**config.mk**
```make
export PLATFORM = sky130hd
export DESIGN_NAME = id_ex_pipe
export DESIGN_NICKNAME = d
export VERILOG_FILES = /design/src/rtl/riscv_pipe_pkg.sv /design/src/rtl/pipe_skid_reg.sv /design/src/rtl/id_ex_pipe.sv
export SDC_FILE = /design/constraint.sdc
export NUM_CORES = 1
export LEC_CHECK = 0
export BUFFER_PORTS_ARGS = -buffer_cell sky130_fd_sc_hd__buf_2
export CORE_AREA = 2 2 226 228
export CTS_CLUSTER_SIZE = 40
export DETAILED_ROUTE_END_ITERATION = 10
export DIE_AREA = 0 0 228 230
export PLACE_DENSITY = 0.82
export SYNTH_ARGS = -nofsm -noshare
export SYNTH_HDL_FRONTEND = slang
export SYNTH_HIERARCHICAL = 1
export SYNTH_SLANG_ARGS = --single-unit
```
**constraint.sdc**
```tcl
create_clock -name clk -period 6.4 [get_ports clk]
set_input_delay 0.32 -clock clk [delete_from_list [all_inputs] [get_ports clk]]
set_output_delay 0.32 -clock clk [all_outputs]
set_load 0.01 [all_outputs]
```
**src/rtl/riscv_pipe_pkg.sv**
```systemverilog
// Shared widths, control-bundle bit positions and the ID/EX payload layout
// for the RISC-V pipeline registers.
package riscv_pipe_pkg;

   localparam int unsigned XLEN    = 64;
   localparam int unsigned REG_AW  = 5;
   localparam int unsigned CTRL_W  = 9;
   localparam int unsigned FUNCT_W = 7;

   // Control bundle: {MemtoReg, RegWrite, Branch, MemWrite, MemRead, ALUSrc, ALU_op[1:0], spare}
   localparam int unsigned MEMTOREG_BIT = 8;
   localparam int unsigned REGWRITE_BIT = 7;
   localparam int unsigned BRANCH_BIT   = 6;
   localparam int unsigned MEMWRITE_BIT = 5;
   localparam int unsigned MEMREAD_BIT  = 4;
   localparam int unsigned ALUSRC_BIT   = 3;
   localparam int unsigned ALUOP_HI_BIT = 2;
   localparam int unsigned ALUOP_LO_BIT = 1;
   localparam int unsigned SPARE_BIT    = 0;

   typedef struct packed {
      logic [XLEN-1:0]    pc;
      logic [XLEN-1:0]    rd1;
      logic [XLEN-1:0]    rd2;
      logic [XLEN-1:0]    imm;
      logic [FUNCT_W-1:0] funct;
      logic [REG_AW-1:0]  rd;
      logic [REG_AW-1:0]  rs1;
      logic [REG_AW-1:0]  rs2;
      logic [CTRL_W-1:0]  ctrl;
   } id_ex_payload_t;

   localparam int unsigned ID_EX_PAYLOAD_W = $bits(id_ex_payload_t);

endpackage

```
**src/rtl/pipe_skid_reg.sv**
```systemverilog
// Generic two-entry valid/ready skid register: a main entry driving the
// output and a skid entry that catches one accept while main is stalled.
module pipe_skid_reg #(
   parameter int unsigned W = 8
) (
   input  logic         clk,
   input  logic         rst_n,
   input  logic         clear,
   input  logic         in_valid,
   output logic         in_ready,
   input  logic [W-1:0] in_data,
   output logic         out_valid,
   input  logic         out_ready,
   output logic [W-1:0] out_data
);

   logic         main_valid, main_valid_d;
   logic         skid_valid, skid_valid_d;
   logic [W-1:0] main_data, skid_data;
   logic         accept_c, emit_c;
   logic         load_main_in, load_main_skid, load_skid;

   // Next-state: clear wins; a free or draining main takes skid first, then input.
   always_comb begin
      main_valid_d   = main_valid;
      skid_valid_d   = skid_valid;
      load_main_in   = 1'b0;
      load_main_skid = 1'b0;
      load_skid      = 1'b0;
      accept_c       = in_valid && !skid_valid;
      emit_c         = main_valid && out_ready;
      if (clear) begin
         main_valid_d = 1'b0;
         skid_valid_d = 1'b0;
      end else if (!main_valid || emit_c) begin
         if (skid_valid) begin
            load_main_skid = 1'b1;
            main_valid_d   = 1'b1;
            skid_valid_d   = 1'b0;
         end else begin
            load_main_in = accept_c;
            main_valid_d = accept_c;
         end
      end else if (accept_c) begin
         load_skid    = 1'b1;
         skid_valid_d = 1'b1;
      end
   end

   always_ff @(posedge clk or negedge rst_n) begin
      if (!rst_n) begin
         main_valid <= 1'b0;
         skid_valid <= 1'b0;
         main_data  <= '0;
         skid_data  <= '0;
      end else begin
         main_valid <= main_valid_d;
         skid_valid <= skid_valid_d;
         if (load_main_skid)    main_data <= skid_data;
         else if (load_main_in) main_data <= in_data;
         if (load_skid)         skid_data <= in_data;
      end
   end

   assign in_ready  = !skid_valid;
   assign out_valid = main_valid;
   assign out_data  = main_data;

endmodule

```
**src/rtl/id_ex_pipe.sv**
```systemverilog
// ID/EX pipeline stage: skid-buffered decode payload with load-use hazard
// detection, flush, and control zeroing on bubbles.
module id_ex_pipe #(
   parameter int unsigned XLEN        = riscv_pipe_pkg::XLEN,
   parameter int unsigned REG_AW      = riscv_pipe_pkg::REG_AW,
   parameter int unsigned CTRL_W      = riscv_pipe_pkg::CTRL_W,
   parameter int unsigned MEMREAD_BIT = riscv_pipe_pkg::MEMREAD_BIT,
   parameter int unsigned FUNCT_W     = riscv_pipe_pkg::FUNCT_W
) (
   input  logic               clk,
   input  logic               rst_n,
   input  logic               flush,
   input  logic               in_valid,
   output logic               in_ready,
   input  logic [XLEN-1:0]    in_pc,
   input  logic [XLEN-1:0]    in_rd1,
   input  logic [XLEN-1:0]    in_rd2,
   input  logic [XLEN-1:0]    in_imm,
   input  logic [FUNCT_W-1:0] in_funct,
   input  logic [REG_AW-1:0]  in_rd,
   input  logic [REG_AW-1:0]  in_rs1,
   input  logic [REG_AW-1:0]  in_rs2,
   input  logic [CTRL_W-1:0]  in_ctrl,
   output logic               out_valid,
   input  logic               out_ready,
   output logic [XLEN-1:0]    out_pc,
   output logic [XLEN-1:0]    out_rd1,
   output logic [XLEN-1:0]    out_rd2,
   output logic [XLEN-1:0]    out_imm,
   output logic [FUNCT_W-1:0] out_funct,
   output logic [REG_AW-1:0]  out_rd,
   output logic [REG_AW-1:0]  out_rs1,
   output logic [REG_AW-1:0]  out_rs2,
   output logic [CTRL_W-1:0]  out_ctrl,
   output logic               hazard
);

   localparam int unsigned PAYLOAD_W = 4*XLEN + FUNCT_W + 3*REG_AW + CTRL_W;

   logic [PAYLOAD_W-1:0] in_data, main_data;
   logic [CTRL_W-1:0]    main_ctrl;
   logic                 skid_ready, main_valid;

   assign in_data = {in_pc, in_rd1, in_rd2, in_imm, in_funct,
                     in_rd, in_rs1, in_rs2, in_ctrl};

   // Load-use: a load in main whose destination feeds the incoming instruction.
   assign hazard = in_valid && main_valid && main_ctrl[MEMREAD_BIT]
                   && (out_rd != '0) && ((out_rd == in_rs1) || (out_rd == in_rs2));

   assign in_ready = skid_ready && !hazard;

   pipe_skid_reg #(
      .W (PAYLOAD_W)
   ) u_skid (
      .clk       (clk),
      .rst_n     (rst_n),
      .clear     (flush),
      .in_valid  (in_valid && !hazard),
      .in_ready  (skid_ready),
      .in_data   (in_data),
      .out_valid (main_valid),
      .out_ready (out_ready),
      .out_data  (main_data)
   );

   assign {out_pc, out_rd1, out_rd2, out_imm, out_funct,
           out_rd, out_rs1, out_rs2, main_ctrl} = main_data;

   // Bubbles and flushed slots never present live control bits downstream.
   assign out_valid = main_valid;
   assign out_ctrl  = main_valid ? main_ctrl : '0;

endmodule
```
==> run summary <==
Post-synthesis register bit count: 576
Synth Area in Adders: 0%
Sequential share of the synthesized area: 55.62%
DP HPWL: 41,400 µm
GRT Resource Usage Total: 26.55%
Fmax achieved: 261.9 MHz
DR vias/cell: 5.354
Die area: 52,440 µm²
Core area: 49,860 µm²
Remaining global-route overflow: 0
CP Max Fanout: 121
Post-Synth XOR/XNOR Area: 0.3380%
Nets: 2,709
Cell count after synthesis: 1,570
Commonest cells in the netlist: mux2_2, dfrtp_1, mux2_4
Largest area contributor in the netlist: dfrtp_1
Via count: 16,850
Status: finished clean
Port-buffer cells: 581
Net Count, Synth: 1,862
Pin count of the biggest net entering global routing: 150
Ranking of synthesized cells by area: dfrtp_1, mux2_2, mux2_4
Critical Path RT: 6880 ps
Worst path cell trace: or4_1 > o211a_1 > a21boi_1 > nor2_1 > nor3_4 > buf_12 > mux2_2
Setup TNS: 0 ps
Grt met3 use: 5.345%
Worst skew pair latency: 610 ps
Share of the synthesized area in the top cell type: 55.62%
Post-Syn Area: 25,910 µm²
Hold WC Path Type: primary input to flop
Top Family by Delay on Critical Path: simple AND/OR/NAND/NOR gates
Slew @ Worst Pin: 1116 ps
Busiest grt layer: met2
Critical path class: flop to flop
Power density cells: 310.4 nW/µm²
Die width: 228 µm
Worst-path clk slew: 70 ps
Synth warnings: 6
Max-slew headroom: 25.60%
Residual DRC: 0
Final setup fails: 0
RePlAce Congestion: 0.8310
Initial Util: 51.97%
DRT antenna net count: 0
Most frequent cell after synthesis: mux2_2
Antenna violations before repair: 11
TritonCTS clock tree: yes
Layout Area Growth over Synthesis: 31.51%
Final Cycle Share: 59.66%
WP buf/inv: 1
Main combinational cell family by area after synthesis: multiplexers
IO Count: 582
GR Util met2: 48.11%
Clock Path Buffers: 3
Post-synthesis mux area share: 40.75%
Post-synthesis compound-gate area fraction: 0.1400%
First-pass GRT wire length: 109,700 µm
Max-cap violations: 0
Clock net sink count: 576
Routed length per placed instance: 22.51 µm
Fin. Hold Viols: 0
Row count: 82
Crit path launch type: flop
CTS root buf: clkbuf_16
Yosys cell types: 21
Max-slew violations: 0
RSZ-0062 raised after global routing: false
Top FF cell, synth: dfrtp_1
Worst Setup End Kind: flop
Clk_skew: 32.08 ps
CP Data Arrival Time: 4290 ps
Layout cells sized above 1: 62.80%
Fin Hold WS: 25.40 ps
Slowest-stage cell, CP: nor3_4
Synth async-reset ratio: 100.0%
Leakage: 0.01648 µW
H-tree Lvls: 2
Simple-gate share of the synthesized area: 0.5456%
Post-synth EDFFs: 0
DRT iter0 DRCs: 897
CTS Buf Count: 59
M1 GR Usage: 29.36%
Post-layout min period: 3818 ps
CP max stage delay: 840 ps
Post-Syn Area per Cell: 16.51 µm²
Die extent in y: 230 µm
Worst VDD drop: 0.2398 mV
Vias in the first global route: 19,190
Routed wire length: 70,870 µm
Pre-Repair DR Iteration Count: 5
==> report_power, final <==
part	internal [µW]	switching, µW	leakage, µW
Clock	2050	1440	0.000972
Sequential	4460	488	0.00691
Combinational	1210	934	0.00861
Total	7720	2860	0.0165
==> registers in the layout (all words and copies together), names as in the netlist <==
signal	cells
u_skid/out_data	287
u_skid/skid_data	287
u_skid/out_valid	1
u_skid/skid_valid	1
==> placed cells by master, fill, tap and decap left out, types with 5 or more instances in the layout <==
cell	synthesis	final
and2_1	10	10
buf_12	0	8
buf_2	54	580
buf_4	13	5
clkbuf_1	0	19
clkbuf_16	0	61
clkbuf_8	0	19
clkinv_2	0	5
dfrtp_1	576	576
diode_2	0	11
dlygate4sd3_1	0	286
mux2_2	631	631
mux2_4	230	230
xnor2_1	10	10
==> stage by stage <==
stage	setup slack, ps	total power, µW	area (µm²)	utilization (%)	std cells
6_report	2582	10580	34080	68.35	3148
2_1_floorplan	3879	6009	25910	-	1570
3_5_place_dp	2680	6873	29220	58.60	2742
4_1_cts	2697	10490	34050	68.29	3137
3_3_place_gp	2762	6723	29220	58.60	2742
5_1_grt	2467	11000	34080	68.34	3147
==> metal layers <==
layer / routed length [µm] / vias to the layer above
li1: - / 7361
met4: 3831 / 2
met5: 13 / -
met2: 37780 / 552
met1: 25880 / 8710
met3: 3370 / 229
==> layout make-up <==
cell class              count  area [µm²]
clock inverters            10       111.4
fillers                  3159       15780
repair buffers            880        5978
multi-input cells         899       10840
diodes                     11       27.53
inverters                   1       3.754
well taps                 672       840.8
flip-flops and latches    576       14410
clock buffers              99        1859
==> kinds of logic (layout without fill, tap and decap cells) <==
group | after synthesis | after routing
compound gates | 5 | 5
flops | 576 | 576
xor+xnor | 10 | 10
buf+inv | 95 | 990
other cells | 0 | 11
simple gates | 23 | 23
mux | 861 | 861
==> repair_timing <==
item / CTS / global route
hold buffers: 286 / 0
hold endpoints to repair: 398 / 0
buffers inserted: 0 / 0
gates resized for setup: 0 / 0
==> path summary, 6_finish.rpt <==
check / from / to / slack [ps] / depth (start not counted)
max: u_skid/out_data[20]$_DFFE_PN0P_ / u_skid/out_data[247]$_DFFE_PN0P_ / 2580 / 7
min: in_rs2[2] / u_skid/skid_data[11]$_DFFE_PN0P_ / 30 / 2
max reg2reg: u_skid/out_data[20]$_DFFE_PN0P_ / u_skid/out_data[247]$_DFFE_PN0P_ / 2580 / 7
min reg2reg: u_skid/out_data[7]$_DFFE_PN0P_ / u_skid/out_data[7]$_DFFE_PN0P_ / 500 / 1
max in group asynchronous: rst_n / u_skid/out_data[133]$_DFFE_PN0P_ / 4410 / 3
min in group asynchronous: rst_n / u_skid/out_data[38]$_DFFE_PN0P_ / 400 / 2
(Power assumes the default switching activity.)
